--- src/rtl/fft_out_unloader.sv ---
// Ping-pong frame buffer behind the 8-point FFT: captures a parallel y0..y7 frame
// in one handshake and streams it out one complex bin per beat in natural order.
module fft_out_unloader #(
    parameter int N    = 4,
    parameter bit HALF = 1'b0
) (
    input  logic              clk,
    input  logic              rst,
    input  logic [2**N-1:0]   y0,
    input  logic [2**N-1:0]   y4,
    input  logic [2**N-1:0]   yr1,
    input  logic [2**N-1:0]   yi1,
    input  logic [2**N-1:0]   yr2,
    input  logic [2**N-1:0]   yi2,
    input  logic [2**N-1:0]   yr3,
    input  logic [2**N-1:0]   yi3,
    input  logic [2**N-1:0]   yr5,
    input  logic [2**N-1:0]   yi5,
    input  logic [2**N-1:0]   yr6,
    input  logic [2**N-1:0]   yi6,
    input  logic [2**N-1:0]   yr7,
    input  logic [2**N-1:0]   yi7,
    input  logic              in_valid,
    output logic              in_ready,
    output logic [2**N-1:0]   out_re,
    output logic [2**N-1:0]   out_im,
    output logic [2:0]        out_idx,
    output logic              out_last,
    output logic              out_valid,
    input  logic              out_ready
);
    localparam int W = 2**N;
    localparam logic [2:0] LAST_IDX = HALF ? 3'd4 : 3'd7;

    // 14 words per bank: 8 real parts plus imag parts of bins 1-3 and 5-7 only.
    logic [W-1:0] re_q [2][8];
    logic [W-1:0] im_q [2][6];

    logic [1:0] full_q, full_d;
    logic       wr_ptr_q, wr_ptr_d;
    logic       rd_ptr_q, rd_ptr_d;
    logic [2:0] cnt_q, cnt_d;

    logic         cap, beat, last, vld;
    logic [W-1:0] rd_re, rd_im;

    assign in_ready = !full_q[wr_ptr_q];
    assign vld      = full_q[rd_ptr_q];
    assign last     = (cnt_q == LAST_IDX);
    assign cap      = in_valid & in_ready;
    assign beat     = vld & out_ready;

    always_comb begin
        rd_re = re_q[rd_ptr_q][cnt_q];
        rd_im = '0;
        case (cnt_q)
            3'd1, 3'd2, 3'd3: rd_im = im_q[rd_ptr_q][cnt_q - 3'd1];
            3'd5, 3'd6, 3'd7: rd_im = im_q[rd_ptr_q][cnt_q - 3'd2];
            default:          rd_im = '0;
        endcase
    end

    // Everything is forced to zero while idle so downstream never sees stale bins.
    assign out_valid = vld;
    assign out_re    = vld ? rd_re : '0;
    assign out_im    = vld ? rd_im : '0;
    assign out_idx   = vld ? cnt_q : 3'd0;
    assign out_last  = vld & last;

    always_comb begin
        full_d   = full_q;
        wr_ptr_d = wr_ptr_q;
        rd_ptr_d = rd_ptr_q;
        cnt_d    = cnt_q;
        if (cap) begin
            full_d[wr_ptr_q] = 1'b1;
            wr_ptr_d         = ~wr_ptr_q;
        end
        // A capture and a retire in the same edge always hit different banks.
        if (beat) begin
            if (last) begin
                full_d[rd_ptr_q] = 1'b0;
                rd_ptr_d         = ~rd_ptr_q;
                cnt_d            = 3'd0;
            end else begin
                cnt_d = cnt_q + 3'd1;
            end
        end
    end

    always_ff @(posedge clk) begin
        if (rst) begin
            full_q   <= 2'b00;
            wr_ptr_q <= 1'b0;
            rd_ptr_q <= 1'b0;
            cnt_q    <= 3'd0;
        end else begin
            full_q   <= full_d;
            wr_ptr_q <= wr_ptr_d;
            rd_ptr_q <= rd_ptr_d;
            cnt_q    <= cnt_d;
        end
    end

    always_ff @(posedge clk) begin
        if (cap) begin
            re_q[wr_ptr_q][0] <= y0;
            re_q[wr_ptr_q][1] <= yr1;
            re_q[wr_ptr_q][2] <= yr2;
            re_q[wr_ptr_q][3] <= yr3;
            re_q[wr_ptr_q][4] <= y4;
            re_q[wr_ptr_q][5] <= yr5;
            re_q[wr_ptr_q][6] <= yr6;
            re_q[wr_ptr_q][7] <= yr7;
            im_q[wr_ptr_q][0] <= yi1;
            im_q[wr_ptr_q][1] <= yi2;
            im_q[wr_ptr_q][2] <= yi3;
            im_q[wr_ptr_q][3] <= yi5;
            im_q[wr_ptr_q][4] <= yi6;
            im_q[wr_ptr_q][5] <= yi7;
        end
    end
endmodule

--- config.mk ---
export PLATFORM = sky130hd
export DESIGN_NAME = fft_out_unloader
export DESIGN_NICKNAME = d
export VERILOG_FILES = /design/src/rtl/fft_out_unloader.sv
export SDC_FILE = /design/constraint.sdc
export NUM_CORES = 1
export LEC_CHECK = 0
export ABC_AREA = 1
export CAP_MARGIN = 0
export CELL_PAD_IN_SITES_DETAIL_PLACEMENT = 1
export CELL_PAD_IN_SITES_GLOBAL_PLACEMENT = 1
export CORE_AREA = 2 2 227 229
export DETAILED_ROUTE_END_ITERATION = 8
export DIE_AREA = 0 0 229 231
export HOLD_SLACK_MARGIN = 0.15
export MAX_ROUTING_LAYER = met4
export PLACE_DENSITY_LB_ADDON = 0.3
export SYNTH_ARGS = -nofsm -noshare
export SYNTH_HDL_FRONTEND = slang
export SYNTH_SLANG_ARGS = --single-unit
--- constraint.sdc ---
create_clock -name clk -period 29.1 [get_ports clk]
set_input_delay 5.82 -clock clk [delete_from_list [all_inputs] [get_ports clk]]
set_output_delay 5.82 -clock clk [all_outputs]
set_load 0.03 [all_outputs]
==> flow_summary.yaml, run 1 <==
layout:
  final_common_cell: "edfxtp_1"
  final_cell_mix: "edfxtp_1, nand2_1, nand3_1, clkdlybuf4s50_1, nor2_1"
  post_layout_nonfiller_instances: 2700
  multi_input_area_sq_mm: 0.00506
  seq_area_sq_mm: 0.0136
  postLayoutCellArea_sq_mm: 0.0243
  syn2layout_area_growth_pct: 24.5
  fin_nets: 2200
  n_fill_cell: 5445
  utilization_pct: 47.9
  drive_gt1_share_pct: 5.68
critical_path:
  cp.required_ps: 23280
  cp_max_fo: 63
  worstPathArrival_ps: 4720
  crit_chain: "inv_4 -> ha_1 -> buf_4 -> inv_1 -> buf_4 -> nand3_1 -> nand3_1 -> nand2_1 -> nand2_1 -> nand2_1 -> nand2_1 -> a21oi_1 -> clkdlybuf4s50_1"
  endpoint_kind: "output port"
  slowest_delay_ps: 760
  cpMostUsedCell: "nand2_1"
  startpoint_type: "flip-flop"
  crit_type: "reg2out"
  slowest_stage: "clkdlybuf4s50_1"
place:
  placement.io_buffers: 265
  gp_congestion: 0.838
  dp_hpwl_mm: 38.1
  pre_cts_slack_ps: 19210
  placed_cells: 2594
  dpl-instance-area_sq_mm: 0.0226
global_route:
  grt_pass1_vias: 15012
  met3_usage_pct: 4.40
  use_met1_pct: 28.1
  grt_overflow: 0
  met2_usage_pct: 37.8
  gr-usage-all-layers_pct: 23.1
  grt_max_degree: 124
  grt-busiest-layer: "met2"
  grt_pass1_wl_mm: 89.1
  grt_antenna_before_repair: 15
cts:
  cts-root-buf: "clkbuf_16"
  cts_max_path_buffers: 3
  hold_buffers: 0
  cts_resized: 0
  cts_htree_levels: 2
  cts_sinks: 456
  cts_tree: "yes"
  clk_latency_ps: 600
  cts_made_buffers: 50
  post_cts_buffers: 0
  clk_pin_slew_ps: 60
drt:
  viasPerCell: 5.30
  num_vias: 14307
  drc: 0
  firstDrtPassIters: 6
  ant_nets: 0
  wire_per_inst_um: 22.3
  drtIter0Drc: 945
  wirelength_mm: 60.2
sta:
  fin_ws_ps: 18560
  fin_skew_ps: 19.0
  fmax_mhz: 94.9
  setup-violations-final: 0
  relSlewSlack_pct: 20.0
  finalSetupTns_ps: 0
  worstMarginPinSlew_ps: 1200
  period_share_pct: 36.2
  period_minus_slack_ps: 10540
  finalHoldViolations: 0
  whs_ps: 510
  slew_viol_final: 0
  rsz0062_at_grt: "false"
synthesis:
  synthSimpleGateAreaFrac_pct: 19.2
  syn_area_per_cell_sq_um: 11.2
  synth_compound_area_share_pct: 5.98
  synthCells: 1736
  synth_nets: 1970
  synthAdderAreaFrac_pct: 0.385
  ys_seq_area_share_pct: 69.8
  ys_ff_latch: 456
  synth-xor-area-share_pct: 0.141
  yosysWarnings: 0
  synth_area_sq_mm: 0.0195
  synthMuxAreaShare_pct: 0
  synth_top_family_by_area: "simple AND/OR/NAND/NOR gates"
  yosys.cell_types.count: 31
outcome:
  status: "finished, final reports clean"
floorplanning:
  die_h_um: 231
  io_pins: 266
  die_w_um: 229
  core_area_sq_mm: 0.0507
  initial_core_util_pct: 38.5
  fp.dieArea_sq_mm: 0.0529
  rows: 83
power_and_ir_drop:
  p_leak_nw: 8.65
  ir_worst_vdd_v: 0.0000431
  powerDensity_mw_per_mm2: 66.3
  total_power_mw: 1.61
hold_path:
  min_path_type: "reg2reg"
job:
  maxCapViolations: 0
[power by group]
part           leakage [nW]  total, mW  internal (mW)  switching [mW]
clock                 0.835      0.659          0.393           0.265
combinational          3.58      0.173         0.0626           0.110
sequential             4.23      0.778          0.766          0.0113
total                  8.65       1.61           1.22           0.387
[metal layers]
metal  vias to the layer above  share of wire (%)
li1                       6590                  -
met1                      7118                 41
met2                       494                 50
met3                       105                5.9
met4                         0                3.6
met5                         -                  0
[sequential cells by signal, indices dropped and copies added, names as in the netlist, named ones only]
signal / cells
re_q: 256
im_q: 192
cnt_q: 3
full_q: 2
rd_ptr_q: 1
wr_ptr_q: 1
[critical path: cells and delay by family (launching register included)]
kind / cells / cell delay, ps
AO/OA/AOI/OAI: 1 / 400
AND/OR/NAND/NOR: 6 / 510
adder cells (fa/ha/maj): 1 / 430
buffers and inverters: 5 / 2030
flip-flops: 1 / 700
[area by class of cell]
cell class,count,area share [%]
sequential,456,56.1
multi-input combinational,1121,20.8
timing repair buffer,285,11.6
clock buffer,59,5.38
tap,680,3.50
clock inverter,35,1.63
inverter,52,0.835
antenna,12,0.124
[logic make-up (layout without fill, tap and decap cells)]
group / Yosys count / count (layout)
AND/OR/NAND/NOR: 899 / 899
flip-flops: 456 / 456
AO/OA/AOI/OAI: 215 / 215
buffers and inverters: 159 / 431
adder cells (fa/ha/maj): 6 / 6
XOR/XNOR: 1 / 1
other: 0 / 12
[Yosys cell counts]
cell,n,share of area (%)
o22ai_1,34,1.1
a21oi_1,18,0.46
inv_2,2,0.038
and2_0,10,0.32
buf_2,46,1.2
buf_4,10,0.38
nor2_4,1,0.058
buf_1,6,0.12
nand2_1,428,8.2
a31oi_1,15,0.48
inv_6,1,0.045
o21ai_1,28,0.72
nand3_1,272,7.0
dfxtp_1,8,0.82
edfxtp_1,448,69
a21oi_2,4,0.18
inv_1,49,0.94
clkbuf_2,3,0.077
o21bai_1,1,0.038
nor3_1,1,0.026
o21ai_2,1,0.045
o221ai_1,1,0.045
nor2_2,2,0.064
a211oi_1,2,0.077
o21ai_0,111,2.8
buf_6,20,1.2
buf_8,2,0.15
xnor2_4,1,0.14
nor2_1,185,3.6
clkbuf_1,20,0.38
ha_1,6,0.38
[path summary, 6_finish.rpt]
kind	startpoint	endpoint	slack [ps]	depth (start not counted)
worst min-delay path	full_q[1]$_SDFF_PP0_	full_q[1]$_SDFF_PP0_	510	2
worst min register to register	full_q[1]$_SDFF_PP0_	full_q[1]$_SDFF_PP0_	510	2
worst max register to register	wr_ptr_q$_SDFFE_PP0N_	re_q[1][115]$_DFFE_PP_	25730	4
worst max-delay path	cnt_q[0]$_SDFFE_PP0P_	out_im[15]	18560	13
No activity file was read; power rests on OpenSTA's default activity.
==> run 2, diff against run 1 <==
==> constraint.sdc (replaced) <==
create_clock -name clk -period 10.2 [get_ports clk]
set_input_delay 2.04 -clock clk [delete_from_list [all_inputs] [get_ports clk]]
set_output_delay 2.04 -clock clk [all_outputs]
set_load 0.03 [all_outputs]
==> flow_summary.yaml, run 2 (synthesized netlist as in run 1, its figures left out) <==
drt:
  drc: 0
  ant_nets: 0
  drtIter0Drc: 1266
  num_vias: 14331
  viasPerCell: 5.32
  firstDrtPassIters: 6
  wire_per_inst_um: 22.7
  wirelength_mm: 61.2
critical_path:
  endpoint_kind: "output port"
  startpoint_type: "flip-flop"
  worstPathArrival_ps: 4800
  cp.required_ps: 8160
  cp_max_fo: 139
  crit_type: "reg2out"
power_and_ir_drop:
  ir_worst_vdd_v: 0.000132
  powerDensity_mw_per_mm2: 190
  p_leak_nw: 8.64
sta:
  period_minus_slack_ps: 6840
  fin_skew_ps: 16.5
  setup-violations-final: 0
  finalSetupTns_ps: 0
  relSlewSlack_pct: 16.9
  fmax_mhz: 146
  finalHoldViolations: 0
  slew_viol_final: 0
  worstMarginPinSlew_ps: 1250
  period_share_pct: 67.0
  rsz0062_at_grt: "false"
  fin_ws_ps: 3360
global_route:
  grt_overflow: 0
  grt_antenna_before_repair: 9
  grt_pass1_wl_mm: 90.5
  grt_pass1_vias: 15051
  gr-usage-all-layers_pct: 23.5
  grt_max_degree: 140
floorplanning:
  die_w_um: 229
  core_area_sq_mm: 0.0507
  die_h_um: 231
  initial_core_util_pct: 38.5
  rows: 83
  fp.dieArea_sq_mm: 0.0529
  io_pins: 266
layout:
  fin_nets: 2200
  largest_reg_flops: 256
  drive_gt1_share_pct: 5.78
  top_register: "re_q"
  top_regs: "re_q: 256 flops, im_q: 192 flops, cnt_q: 3 flops"
  final_cell_mix: "edfxtp_1, nand2_1, nand3_1, clkdlybuf4s50_1, nor2_1"
  syn2layout_area_growth_pct: 24.5
  final_common_cell: "edfxtp_1"
cts:
  cts_made_buffers: 51
  hold_buffers: 0
  cts_htree_levels: 2
  clk_latency_ps: 610
  cts_sinks: 456
  cts_max_path_buffers: 3
  clk_pin_slew_ps: 60
  cts-root-buf: "clkbuf_16"
  cts_tree: "yes"
  post_cts_buffers: 0
  cts_resized: 0
place:
  gp_congestion: 0.862
  dp_hpwl_mm: 39.0
  pre_cts_slack_ps: 3960
  placement.io_buffers: 265
outcome:
  status: "finished, final reports clean"
job:
  maxCapViolations: 0
hold_path:
  min_path_type: "reg2reg"
[run 2: changes by cell type in the layout (fill, tap and decap cells not counted), moves of 2 or more]
cell and change:
clkbuf_1 -3, diode_2 -4, clkinv_8 +2, clkinvlp_4 +2
[run 2: report_power, final]
part | total, mW | switching (mW) | leakage [nW] | internal (mW)
combinational | 0.499 | 0.320 | 3.57 | 0.178
clock | 1.89 | 0.769 | 0.836 | 1.12
sequential | 2.22 | 0.0325 | 4.23 | 2.19
total | 4.61 | 1.12 | 8.64 | 3.49
[run 2: stage by stage]
step	util [%]	hold slack, ps	area (sq um)	cells	power (mW)
after global placement	44.5	499	22500	2593	2.74
after CTS	47.9	522	24300	2687	4.66
after floorplan	-	472	19500	1736	2.52
after detailed placement	44.5	514	22500	2593	2.76
final	47.9	524	24300	2695	4.61
after global routing	47.9	578	24300	2695	4.77
[run 2: final cells by class]
type                            instances  area, sq um
Inverter                               52          203
Clock buffer                           56         1290
Sequential cell                       456        13600
Antenna cell                            8         20.0
Multi-Input combinational cell       1121         5070
Timing Repair Buffer                  284         2800
Tap cell                              680          851
Fill cell                            5438        26400
Clock inverter                         38          428
[run 2: path summary, 6_finish.rpt]
check                                      startpoint                endpoint  slack, ps  cells past startpoint
worst max-delay path                        flip-flop              out_im[15]       3360                     11
worst min-delay path             full_q[1]$_SDFF_PP0_    full_q[1]$_SDFF_PP0_        520                      2
worst max register to register  wr_ptr_q$_SDFFE_PP0N_  re_q[1][107]$_DFFE_PP_       7640                      4
worst min register to register   full_q[1]$_SDFF_PP0_    full_q[1]$_SDFF_PP0_        520                      2
[run 2: metal layers]
layer | track usage (%) | part of all wire (%)
met5 | - | 0
met4 | 10.7 | 4.3
met3 | 3.51 | 5.2
met2 | 39.3 | 50
met1 | 28.2 | 40
[run 2: worst max-delay path: stages (launching register included)]
cell and delay, ps:
dfxtp_4 600, inv_6 870, buf_4 840, nand2_1 180
nand3_1 130, nand3_1 90, nand2_1 90, nand2_1 50
nand2_1 90, nand2_1 50, a21oi_1 370, clkdlybuf4s50_1 760
==> run 3, diff against run 2 <==
==> constraint.sdc (replaced) <==
create_clock -name clk -period 6.3 [get_ports clk]
set_input_delay 1.26 -clock clk [delete_from_list [all_inputs] [get_ports clk]]
set_output_delay 1.26 -clock clk [all_outputs]
set_load 0.03 [all_outputs]
==> flow_summary.yaml, run 3 (synthesized netlist as in run 1, its figures left out) <==
outcome:
  status: "finished, final reports clean"
place:
  dp_hpwl_mm: 38.7
  gp_congestion: 0.857
  placement.io_buffers: 265
  dpl-instance-area_sq_mm: 0.0226
critical_path:
  slowest_delay_ps: 550
  critical_path_buf_inv_count: 5
  crit_chain: "inv_4 -> ha_1 -> buf_4 -> inv_1 -> buf_4 -> nand3_1 -> nand3_1 -> nand2_1 -> nand2_1 -> nand2_1 -> nand2_1 -> a21oi_1 -> buf_4"
  cpMostUsedCell: "nand2_1"
  crit_type: "reg2out"
  cpLargestDelayFamily: "buffers and inverters"
  endpoint_kind: "output port"
  cp_max_fo: 55
  worstPathArrival_ps: 4190
  startpoint_type: "flip-flop"
  slowest_stage: "inv_1"
  cp.required_ps: 5040
drt:
  wire_per_inst_um: 22.7
  viasPerCell: 5.31
  drc: 0
  ant_nets: 0
  firstDrtPassIters: 8
  num_vias: 14300
  drtIter0Drc: 1045
  wirelength_mm: 61.0
hold_path:
  min_path_type: "reg2reg"
floorplanning:
  die_w_um: 229
  fp.dieArea_sq_mm: 0.0529
  die_h_um: 231
  initial_core_util_pct: 38.5
  io_pins: 266
  core_area_sq_mm: 0.0507
  rows: 83
cts:
  post_cts_buffers: 0
  clk_pin_slew_ps: 60
  cts_made_buffers: 51
  cts_sinks: 456
  cts-root-buf: "clkbuf_16"
  cts_resized: 0
  cts_htree_levels: 2
  cts_max_path_buffers: 3
  cts_tree: "yes"
  hold_buffers: 0
  clk_latency_ps: 600
layout:
  seq_area_sq_mm: 0.0136
  final_cell_mix: "edfxtp_1, nand2_1, nand3_1, clkdlybuf4s50_1, nor2_1"
  n_fill_cell: 5453
  syn2layout_area_growth_pct: 24.1
  final_common_cell: "edfxtp_1"
  top_register: "re_q"
  fin_nets: 2197
  utilization_pct: 47.8
  drive_gt1_share_pct: 5.89
  top_regs: "re_q: 256 flops, im_q: 192 flops, cnt_q: 3 flops"
  largest_reg_flops: 256
  postLayoutCellArea_sq_mm: 0.0242
  multi_input_area_sq_mm: 0.00507
power_and_ir_drop:
  powerDensity_mw_per_mm2: 299
  p_leak_nw: 8.63
  ir_worst_vdd_v: 0.000200
job:
  maxCapViolations: 0
sta:
  fmax_mhz: 183
  fin_skew_ps: 17.1
  slew_viol_final: 0
  period_share_pct: 86.6
  period_minus_slack_ps: 5450
  rsz0062_at_grt: "false"
  relSlewSlack_pct: 20.8
  worstMarginPinSlew_ps: 1190
  finalHoldViolations: 0
  setup-violations-final: 0
global_route:
  grt_overflow: 0
  grt_antenna_before_repair: 8
  grt_max_degree: 162
  grt_pass1_vias: 15158
  grt_pass1_wl_mm: 89.9
  gr-usage-all-layers_pct: 23.3
[run 3: cell types whose count changed in the layout (fill, tap and decap cells not counted), sizes merged]
cell,change
diode,+1
clkbuf,+12
clkinvlp,-4
clkdlybuf4s50,-16
buf,+13
bufinv,-6
clkinv,-3
[run 3: per-layer routing]
metal / global-route usage [%] / vias to the layer above / routed length (um)
met3: 4.50 / 98 / 4160
met1: 26.9 / 7148 / 23500
met2: 40.6 / 468 / 31300
met4: 8.16 / 0 / 2020
li1: - / 6586 / -
met5: - / - / 0
[run 3: per-stage QoR]
step                      power [mW]  worst slack [ps]  hold WS, ps  TNS [ps]  std cells
after floorplan                 4.07              -824          472   -186070       1736
after global placement          4.43              1580          498         0       2590
after detailed placement        4.47              1520          520         0       2590
after CTS                       7.30               856          529         0       2683
after global routing            7.48               636          566         0       2691
final                           7.24               846          526         0       2692
[run 3: worst paths after layout]
| path | startpoint | endpoint | slack, ps | cells past startpoint |
|---|---|---|---|---|
| setup / recovery | cnt_q[0]$_SDFFE_PP0P_ | out_im[13] | 850 | 13 |
| hold / removal | full_q[1]$_SDFF_PP0_ | full_q[1]$_SDFF_PP0_ | 530 | 2 |
| setup reg to reg | full_q[0]$_SDFF_PP0_ | re_q[0][91]$_DFFE_PP_ | 4000 | 3 |
| hold reg to reg | full_q[1]$_SDFF_PP0_ | full_q[1]$_SDFF_PP0_ | 530 | 2 |
[run 3: layout make-up]
| class | instances | area share (%) |
|---|---|---|
| Antenna cell | 9 | 0.0931 |
| Clock buffer | 68 | 5.71 |
| Clock inverter | 25 | 0.760 |
| Inverter | 52 | 0.837 |
| Multi-Input combinational cell | 1121 | 20.9 |
| Sequential cell | 456 | 56.3 |
| Tap cell | 680 | 3.52 |
| Timing Repair Buffer | 281 | 11.9 |
[run 3: worst register-to-register path, cell delays in order, from the launching register on]
cell     delay [ps]
dfxtp_1         370
nor3_4          240
buf_4           510
buf_4           760
[run 3: where the power goes]
part / switching (mW) / internal, mW / leakage, nW
clock network: 1.21 / 1.62 / 0.770
registers: 0.0465 / 3.54 / 4.23
logic: 0.524 / 0.292 / 3.62
